==> src/rtl/operand_fwd_ctrl_pkg.sv <==
// Shared types for the operand forwarding controller: mux select codes,
// operand source codes and the in-flight destination slot record.
package operand_fwd_ctrl_pkg;

    localparam int FWD_REG_AW = 5;
    localparam int FWD_SEL_W  = 3;

    localparam logic [FWD_SEL_W-1:0] SEL_RF      = 3'd0;
    localparam logic [FWD_SEL_W-1:0] SEL_MEM_ALU = 3'd1;
    localparam logic [FWD_SEL_W-1:0] SEL_WB      = 3'd2;
    localparam logic [FWD_SEL_W-1:0] SEL_WB_HOLD = 3'd3;
    localparam logic [FWD_SEL_W-1:0] SEL_IMM     = 3'd4;
    localparam logic [FWD_SEL_W-1:0] SEL_PC      = 3'd5;
    localparam logic [FWD_SEL_W-1:0] SEL_ZERO    = 3'd6;

    localparam logic [1:0] OPA_REG  = 2'd0;
    localparam logic [1:0] OPA_PC   = 2'd1;
    localparam logic [1:0] OPA_ZERO = 2'd2;
    localparam logic [1:0] OPA_RSVD = 2'd3;

    localparam logic OPB_REG = 1'b0;
    localparam logic OPB_IMM = 1'b1;

    typedef struct packed {
        logic                  valid;
        logic [FWD_REG_AW-1:0] rd;
        logic                  we;
        logic                  is_load;
    } slot_t;

    // x0 never forwards, so a zero destination is never a match.
    function automatic logic slot_match(input slot_t s,
                                        input logic [FWD_REG_AW-1:0] rs,
                                        input logic use_rs);
        return s.valid & s.we & (s.rd != '0) & (s.rd == rs) & use_rs;
    endfunction

endpackage

==> src/rtl/operand_fwd_ctrl_fwd_src_resolve.sv <==
// Per-operand select resolver; youngest in-flight producer wins.
// WB-slot result depends on FWD_WB_BYPASS_EN (regfile write-through).
module fwd_src_resolve
    import operand_fwd_ctrl_pkg::*;
(
    input  logic                  use_i,
    input  logic [FWD_REG_AW-1:0] rs_i,
    input  logic                  is_reg_i,
    input  logic [FWD_SEL_W-1:0]  fixed_sel_i,
    input  slot_t                 ex_slot_i,
    input  slot_t                 mem_slot_i,
    input  slot_t                 wb_slot_i,
    output logic [FWD_SEL_W-1:0]  sel_o,
    output logic                  ex_load_hit_o
);

`ifdef FWD_WB_BYPASS_EN
    localparam logic [FWD_SEL_W-1:0] WB_HIT_SEL = SEL_RF;
`else
    localparam logic [FWD_SEL_W-1:0] WB_HIT_SEL = SEL_WB_HOLD;
`endif

    logic ex_hit;
    logic mem_hit;
    logic wb_hit;

    assign ex_hit  = slot_match(ex_slot_i, rs_i, use_i);
    assign mem_hit = slot_match(mem_slot_i, rs_i, use_i);
    assign wb_hit  = slot_match(wb_slot_i, rs_i, use_i);

    assign ex_load_hit_o = ex_hit & ex_slot_i.is_load;

    // A load hit in EX is handled by the stall, so it falls through here.
    always_comb begin
        sel_o = SEL_RF;
        if (!is_reg_i) begin
            sel_o = fixed_sel_i;
        end else if (ex_hit && !ex_slot_i.is_load) begin
            sel_o = SEL_MEM_ALU;
        end else if (mem_hit) begin
            sel_o = SEL_WB;
        end else if (wb_hit) begin
            sel_o = WB_HIT_SEL;
        end
    end

endmodule

==> src/rtl/operand_fwd_ctrl.sv <==
// Forwarding/hazard controller driving the EX operand mux selects.
// Optional: FWD_WB_BYPASS_EN (WB-slot hits read the regfile instead).
module operand_fwd_ctrl
    import operand_fwd_ctrl_pkg::*;
#(
    parameter int REG_AW = FWD_REG_AW,
    parameter int SEL_W  = FWD_SEL_W
) (
    input  logic              clk,
    input  logic              rst,
    input  logic              id_valid,
    input  logic [REG_AW-1:0] id_rs1,
    input  logic [REG_AW-1:0] id_rs2,
    input  logic              id_use_rs1,
    input  logic              id_use_rs2,
    input  logic [1:0]        id_opa_src,
    input  logic              id_opb_src,
    input  logic [REG_AW-1:0] id_rd,
    input  logic              id_we,
    input  logic              id_is_load,
    input  logic              ex_flush,
    input  logic              mem_stall,
    output logic [SEL_W-1:0]  ex_sel_a,
    output logic [SEL_W-1:0]  ex_sel_b,
    output logic              stall_id
);

    slot_t ex_q, ex_d;
    slot_t mem_q, mem_d;
    slot_t wb_q, wb_d;

    logic [SEL_W-1:0] sel_a_q, sel_a_d;
    logic [SEL_W-1:0] sel_b_q, sel_b_d;

    logic [SEL_W-1:0] res_a;
    logic [SEL_W-1:0] res_b;
    logic             load_hit_a;
    logic             load_hit_b;

    logic             is_reg_a;
    logic [SEL_W-1:0] fixed_a;
    logic             is_reg_b;

    assign is_reg_a = (id_opa_src == OPA_REG) | (id_opa_src == OPA_RSVD);
    assign fixed_a  = (id_opa_src == OPA_PC) ? SEL_PC : SEL_ZERO;
    assign is_reg_b = (id_opb_src == OPB_REG);

    fwd_src_resolve u_res_a (
        .use_i         (id_use_rs1),
        .rs_i          (id_rs1),
        .is_reg_i      (is_reg_a),
        .fixed_sel_i   (fixed_a),
        .ex_slot_i     (ex_q),
        .mem_slot_i    (mem_q),
        .wb_slot_i     (wb_q),
        .sel_o         (res_a),
        .ex_load_hit_o (load_hit_a)
    );

    fwd_src_resolve u_res_b (
        .use_i         (id_use_rs2),
        .rs_i          (id_rs2),
        .is_reg_i      (is_reg_b),
        .fixed_sel_i   (SEL_IMM),
        .ex_slot_i     (ex_q),
        .mem_slot_i    (mem_q),
        .wb_slot_i     (wb_q),
        .sel_o         (res_b),
        .ex_load_hit_o (load_hit_b)
    );

    assign stall_id = id_valid & (load_hit_a | load_hit_b);

    always_comb begin
        ex_d    = ex_q;
        mem_d   = mem_q;
        wb_d    = wb_q;
        sel_a_d = sel_a_q;
        sel_b_d = sel_b_q;
        if (!mem_stall) begin
            mem_d = ex_q;
            wb_d  = mem_q;
            // Flush and load-use both insert a bubble into EX.
            if (ex_flush || stall_id) begin
                ex_d    = '0;
                sel_a_d = SEL_RF;
                sel_b_d = SEL_RF;
            end else begin
                ex_d.valid   = id_valid;
                ex_d.rd      = id_rd;
                ex_d.we      = id_we;
                ex_d.is_load = id_is_load;
                sel_a_d      = id_valid ? res_a : SEL_RF;
                sel_b_d      = id_valid ? res_b : SEL_RF;
            end
        end
    end

    always_ff @(posedge clk) begin
        if (rst) begin
            ex_q    <= '0;
            mem_q   <= '0;
            wb_q    <= '0;
            sel_a_q <= '0;
            sel_b_q <= '0;
        end else begin
            ex_q    <= ex_d;
            mem_q   <= mem_d;
            wb_q    <= wb_d;
            sel_a_q <= sel_a_d;
            sel_b_q <= sel_b_d;
        end
    end

    assign ex_sel_a = sel_a_q;
    assign ex_sel_b = sel_b_q;

endmodule

==> config.mk <==
export PLATFORM = sky130hd
export DESIGN_NAME = operand_fwd_ctrl
export DESIGN_NICKNAME = d
export VERILOG_FILES = /design/src/rtl/operand_fwd_ctrl_pkg.sv /design/src/rtl/operand_fwd_ctrl_fwd_src_resolve.sv /design/src/rtl/operand_fwd_ctrl.sv
export SDC_FILE = /design/constraint.sdc
export NUM_CORES = 1
export LEC_CHECK = 0
export CAP_MARGIN = 0
export CORE_MARGIN = 4
export CORE_UTILIZATION = 45
export DETAILED_ROUTE_END_ITERATION = 12
export PLACE_DENSITY_LB_ADDON = 0.3
export SLEW_MARGIN = 30
export SYNTH_ARGS = -nofsm -noshare
export SYNTH_HDL_FRONTEND = slang
export SYNTH_HIERARCHICAL = 1
export SYNTH_SLANG_ARGS = --single-unit
==> constraint.sdc <==
create_clock -name clk -period 2.7 [get_ports clk]
set_input_delay 0.405 -clock clk [delete_from_list [all_inputs] [get_ports clk]]
set_output_delay 0.405 -clock clk [all_outputs]
set_load 0.01 [all_outputs]
==> impl_metrics.tcl, run 1 <==
set metrics [dict create \
    cts_buffers 3 \
    drtIter0Drc 144 \
    rr_startpoint "ex_q[4]$_SDFFE_PP0N_" \
    die_w_um 68.61 \
    cts.reportedPaths.clkPinSlew_ns 0.09 \
    num_vias 1511 \
    crit_start "id_rs1[0]" \
    layout.nets 255 \
    hold_slack_ns 0.5603 \
    critPathLaunchType "input port" \
    globalplace.congestion 0.9119 \
    crit_fanout 2 \
    antenna-diode-count 0 \
    ant_nets 0 \
    hold_viol_final 0 \
    netlist_area_mm2 0.001653 \
    clock_path_buffers 2 \
    grt_pass1_wl_um 7169 \
    worstSetupEndpointType "output pin" \
    hpwlAfterDp_um 3478 \
    core_area_mm2 0.003442 \
    fmax_ghz 0.3861 \
    initial_utilization_pct 48.02 \
    cp_data_required_time_ns 2.30 \
    min_from "mem_q[1]$_SDFFE_PP0N_" \
    place_area_mm2 0.002120 \
    vias_per_cell 5.555 \
    vdd_drop_max_mv 0.3329 \
    wl_per_cell_um 16.60 \
    slew_violations 0 \
    finalSetupViolCount 0 \
    clk_latency_ns 0.27 \
    final_util_pct 64.67 \
    die-area_mm2 0.004707 \
    hold_path_class "flop to flop" \
    areaGrowthSynthToFinish_pct 34.67 \
    leakage_nw 0.8779 \
    ys_warn_count 6 \
    drive_gt1_share_pct 18.14 \
    grt_setup_unrepaired "false" \
    period_minus_slack_ns 2.590 \
    routed_wirelength_um 4516 \
    io_pins 34 \
    grt_max_degree 17 \
    cellPowerDensity_mw_per_mm2 425.2 \
    status "finished clean" \
    clock-sinks 28 \
    gr-usage-all-layers_pct 20.85 \
    finalCritPeriodShare_pct 95.93 \
    skew_ns 0.004760 \
    first_pass_iters 5 \
    port_buffers 33 \
    h-tree-depth 1 \
    syn_avg_cell_area_um2 9.234 \
    die_y_um 68.61 \
    cts_root_buf "clkbuf_8" \
    netlist_instances 179 \
    cap_violations 0 \
    grt_pass1_vias 1527 \
    design_area_mm2 0.002226 \
    rows 21 \
    antenna_found_initial 0 \
    holdBufCountCts 0 \
    drc_errors 0 \
    overflow 0 \
    cts_tree "done" \
    worstPathArrival_ns 2.19 \
    criticalPathCategory "input port to output pin" \
]
[power breakdown]
part / switching, W / internal (W)
clock network: 0.000127 / 0.000198
logic: 0.0000806 / 0.000101
registers: 0.0000147 / 0.000424
total: 0.000223 / 0.000724
[path summary, 6_finish.rpt]
kind	end	slack, ns	cells past startpoint
worst max register to register	ex_q[0]$_SDFFE_PP0N_	0.82	6
worst max-delay path	stall_id	0.11	7
worst min-delay path	wb_q[1]$_SDFFE_PP0N_	0.56	2
worst min register to register	wb_q[1]$_SDFFE_PP0N_	0.56	2
[worst max-delay path, stage by stage]
cell and delay (ns):
clkdlybuf4s50_1 0.45, or4_4 0.57, a21oi_4 0.16, nor4b_2 0.09, o21ai_2 0.18, inv_1 0.05, dlygate4sd2_1 0.28
[layer usage]
metal / vias to the layer above / part of all wire, % / track usage [%] / wire length, µm
li1: 737 / - / - / -
met1: 720 / 41 / 24.33 / 1863
met2: 46 / 51 / 37.54 / 2324
met3: 8 / 5.2 / 3.566 / 233
met4: 0 / 2.1 / 7.940 / 95
met5: - / 0 / 0 / 0
[layout make-up]
| cell class | instances | area [µm²] |
|---|---|---|
| inverter | 13 | 48.80 |
| clock inverter | 1 | 30.03 |
| timing repair buffer | 49 | 446.7 |
| clock buffer | 3 | 41.29 |
| tap | 46 | 57.56 |
| fill | 303 | 1216 |
| multi-input combinational | 132 | 1041 |
| sequential | 28 | 560.5 |
[stage by stage]
| step | setup WS (ns) | setup TNS, ns | total power (W) | instances |
|---|---|---|---|---|
| floorplan | 0.6207 | 0 | 0.0005368 | 181 |
| global placement | -0.3780 | -0.3780 | 0.0006190 | 267 |
| detailed placement | -0.3908 | -0.3908 | 0.0006247 | 267 |
| CTS | 0.1308 | 0 | 0.0009474 | 272 |
| global route | 0.02883 | 0 | 0.0009793 | 272 |
| finish | 0.1098 | 0 | 0.0009465 | 272 |
[state kept, by name, summed over array words and instances, names as in the netlist]
signal,cells
ex_q,8
mem_q,7
ex_sel_b,3
ex_sel_a,3
wb_q,7
[cells in the final DEF, fill, tap and decap left out, types with 3 or more instances in the layout]
| cell type | instances |
|---|---|
| a211oi_2 | 7 |
| buf_4 | 16 |
| conb_1 | 4 |
| dfxtp_1 | 28 |
| and2_1 | 4 |
| nand4_1 | 4 |
| clkbuf_8 | 3 |
| xor2_1 | 4 |
| dlygate4sd2_1 | 3 |
| nand3_1 | 4 |
| inv_1 | 12 |
| clkdlybuf4s50_1 | 30 |
| a32o_1 | 7 |
| nor2_1 | 24 |
| nor2b_1 | 4 |
| a21oi_1 | 4 |
| xnor2_1 | 16 |
| mux2i_1 | 20 |
| o21ai_1 | 4 |
[timing repair]
| action | 4_1_cts | 5_1_grt |
|---|---|---|
| endpoints found under the hold margin | 0 | 0 |
| buffers inserted | 1 | 0 |
| gates resized for setup | 8 | 0 |
| endpoints found under the setup margin | 1 | 0 |
(Power assumes the default switching activity.)
==> run 2, diff against run 1 <==
Settings changed: ABC_CLOCK_PERIOD_IN_PS from default to 2700.
==> results of run 2 <==
Same layout as run 1: the final DEF is identical, and so are final timing and power.
==> run 3, diff against run 2 <==
Settings changed: CORE_ASPECT_RATIO from default to 1.4.
==> run 3 against run 2 <==
  * Design area is 0.90% higher
  * Wire length decreased by 0.62%
  * Global-route usage down 1.4 points
  * Final cell count stayed put
  * Non-clock buffer count increased by 6
  * Worst setup slack lost 0.048 ns
  * Maximum frequency fell by 1.8%
==> impl_metrics.tcl, run 3 (synthesized netlist as in run 1, its figures left out) <==
set metrics [dict create \
    slew_violations 0 \
    criticalPathCategory "input port to output pin" \
    first_pass_iters 7 \
    hold_path_class "flop to flop" \
    cts_root_buf "clkbuf_8" \
    wl_per_cell_um 16.50 \
    r2r_end "ex_sel_b[0]$_SDFFE_PP0N_" \
    grt_util_met1_pct 20.85 \
    h-tree-depth 1 \
    clock-sinks 28 \
    grt_pass1_vias 1552 \
    vdd_drop_max_mv 0.2694 \
    skew_ns 0.007332 \
    die_w_um 59.22 \
    routed_wirelength_um 4488 \
    r2r_slack_ns 0.76 \
    largest-register "ex_q" \
    hold_viol_final 0 \
    gr-usage-all-layers_pct 19.40 \
    areaGrowthSynthToFinish_pct 35.88 \
    clk_latency_ns 0.28 \
    cp_data_required_time_ns 2.30 \
    setup_tns_ns 0 \
    final_cell_mix "32 x clkdlybuf4s50_1, 28 x dfxtp_1, 24 x nor2_1" \
    period_minus_slack_ns 2.638 \
    critPathLaunchType "input port" \
    layout.nets 261 \
    crit_fanout 3 \
    rows 25 \
    antenna_found_initial 0 \
    cap_violations 0 \
    drc_errors 0 \
    rr_startpoint "ex_q[4]$_SDFFE_PP0N_" \
    largest_reg_flops 8 \
    cts_buffers 3 \
    grt_max_degree 24 \
    grt_pass1_wl_um 7107 \
    final_common_cell "clkdlybuf4s50_1" \
    port_buffers 33 \
    status "finished clean" \
    top_usage_layer "met2" \
    worstPathArrival_ns 2.23 \
    final_util_pct 64.68 \
    hpwlAfterDp_um 3410 \
    instances_no_fill 272 \
    hold_slack_ns 0.5598 \
    die-area_mm2 0.004720 \
    cts_tree "done" \
    worstSetupEndpointType "output pin" \
    cellPowerDensity_mw_per_mm2 396.3 \
    drive_gt1_share_pct 19.83 \
    finalPower_w 0.0008899 \
    clock_path_buffers 2 \
    num_vias 1556 \
    post_cts_buffers 0 \
    globalplace.congestion 0.8853 \
    cts.reportedPaths.clkPinSlew_ns 0.09 \
    worstHoldPathCells 2 \
    vias_per_cell 5.721 \
    core_area_mm2 0.003472 \
    setup.worst_path.end "stall_id" \
    crit_start "id_rs1[2]" \
    die_y_um 79.71 \
    antenna-diode-count 0 \
    overflow 0 \
    met2_usage_pct 36.65 \
    finalSetupViolCount 0 \
    fmax_ghz 0.3790 \
    initial_utilization_pct 47.60 \
    ant_nets 0 \
    drtIter0Drc 93 \
    leakage_nw 0.8961 \
    met3_usage_pct 2.427 \
    io_pins 34 \
    finalCritPeriodShare_pct 97.72 \
    dp.cells 268 \
    rr_worst_depth 7 \
    reg.largest.list "ex_q: 8 flops, mem_q: 7 flops, wb_q: 7 flops" \
]
[run 3: report_power, final]
part / switching [W] / internal [W] / total, W
combinational: 0.0000833 / 0.000105 / 0.000188
sequential: 0.0000144 / 0.000425 / 0.000439
clock: 0.000132 / 0.000131 / 0.000263
total: 0.000230 / 0.000660 / 0.000890
[run 3: worst min-delay path by stage]
stage	start	to	slack [ns]
3_3_place_gp	wb_q[1]$_SDFFE_PP0N_	wb_q[1]$_SDFFE_PP0N_	0.51
2_1_floorplan	ex_q[1]$_SDFFE_PP0N_	ex_q[1]$_SDFFE_PP0N_	0.49
5_1_grt	mem_q[1]$_SDFFE_PP0N_	wb_q[1]$_SDFFE_PP0N_	0.59
3_5_place_dp	wb_q[7]$_SDFFE_PP0N_	wb_q[7]$_SDFFE_PP0N_	0.53
4_1_cts	wb_q[1]$_SDFFE_PP0N_	wb_q[1]$_SDFFE_PP0N_	0.55
6_report	wb_q[7]$_SDFFE_PP0N_	wb_q[7]$_SDFFE_PP0N_	0.56
[run 3: what timing repair did]
| item | in CTS | in global routing |
|---|---|---|
| hold buffers | 0 | 0 |
| pin swaps | 0 | 1 |
| hold endpoints to repair | 0 | 0 |
| gates resized for setup | 4 | 1 |
| setup endpoints to repair | 1 | 1 |
[run 3: per-layer routing]
layer	wire length, µm	share of wire (%)
met1	1730	39
met2	2390	53
met3	223	5.0
met4	144	3.2
met5	0	0
[run 3: layout make-up]
type / instances / area (µm²)
Fill cell: 296 / 1226
Multi-Input combinational cell: 132 / 1037
Sequential cell: 28 / 560.5
Timing Repair Buffer: 55 / 494.2
Clock buffer: 4 / 55.05
Tap cell: 40 / 50.05
Inverter: 13 / 48.80
[run 3: worst max-delay path: stages]
cell,delay (ns)
clkdlybuf4s50_1,0.50
or4_4,0.55
a21oi_4,0.17
nor4b_2,0.08
o21ai_1,0.18
inv_1,0.05
dlygate4sd2_1,0.28
[run 3: stage by stage]
| stage | area [µm²] | worst slack (ns) |
|---|---|---|
| 2_1_floorplan | 1660 | 0.6207 |
| 3_3_place_gp | 2165 | -0.1568 |
| 3_5_place_dp | 2165 | -0.2139 |
| 4_1_cts | 2238 | 0.08695 |
| 5_1_grt | 2246 | -0.003278 |
| 6_report | 2246 | 0.06153 |
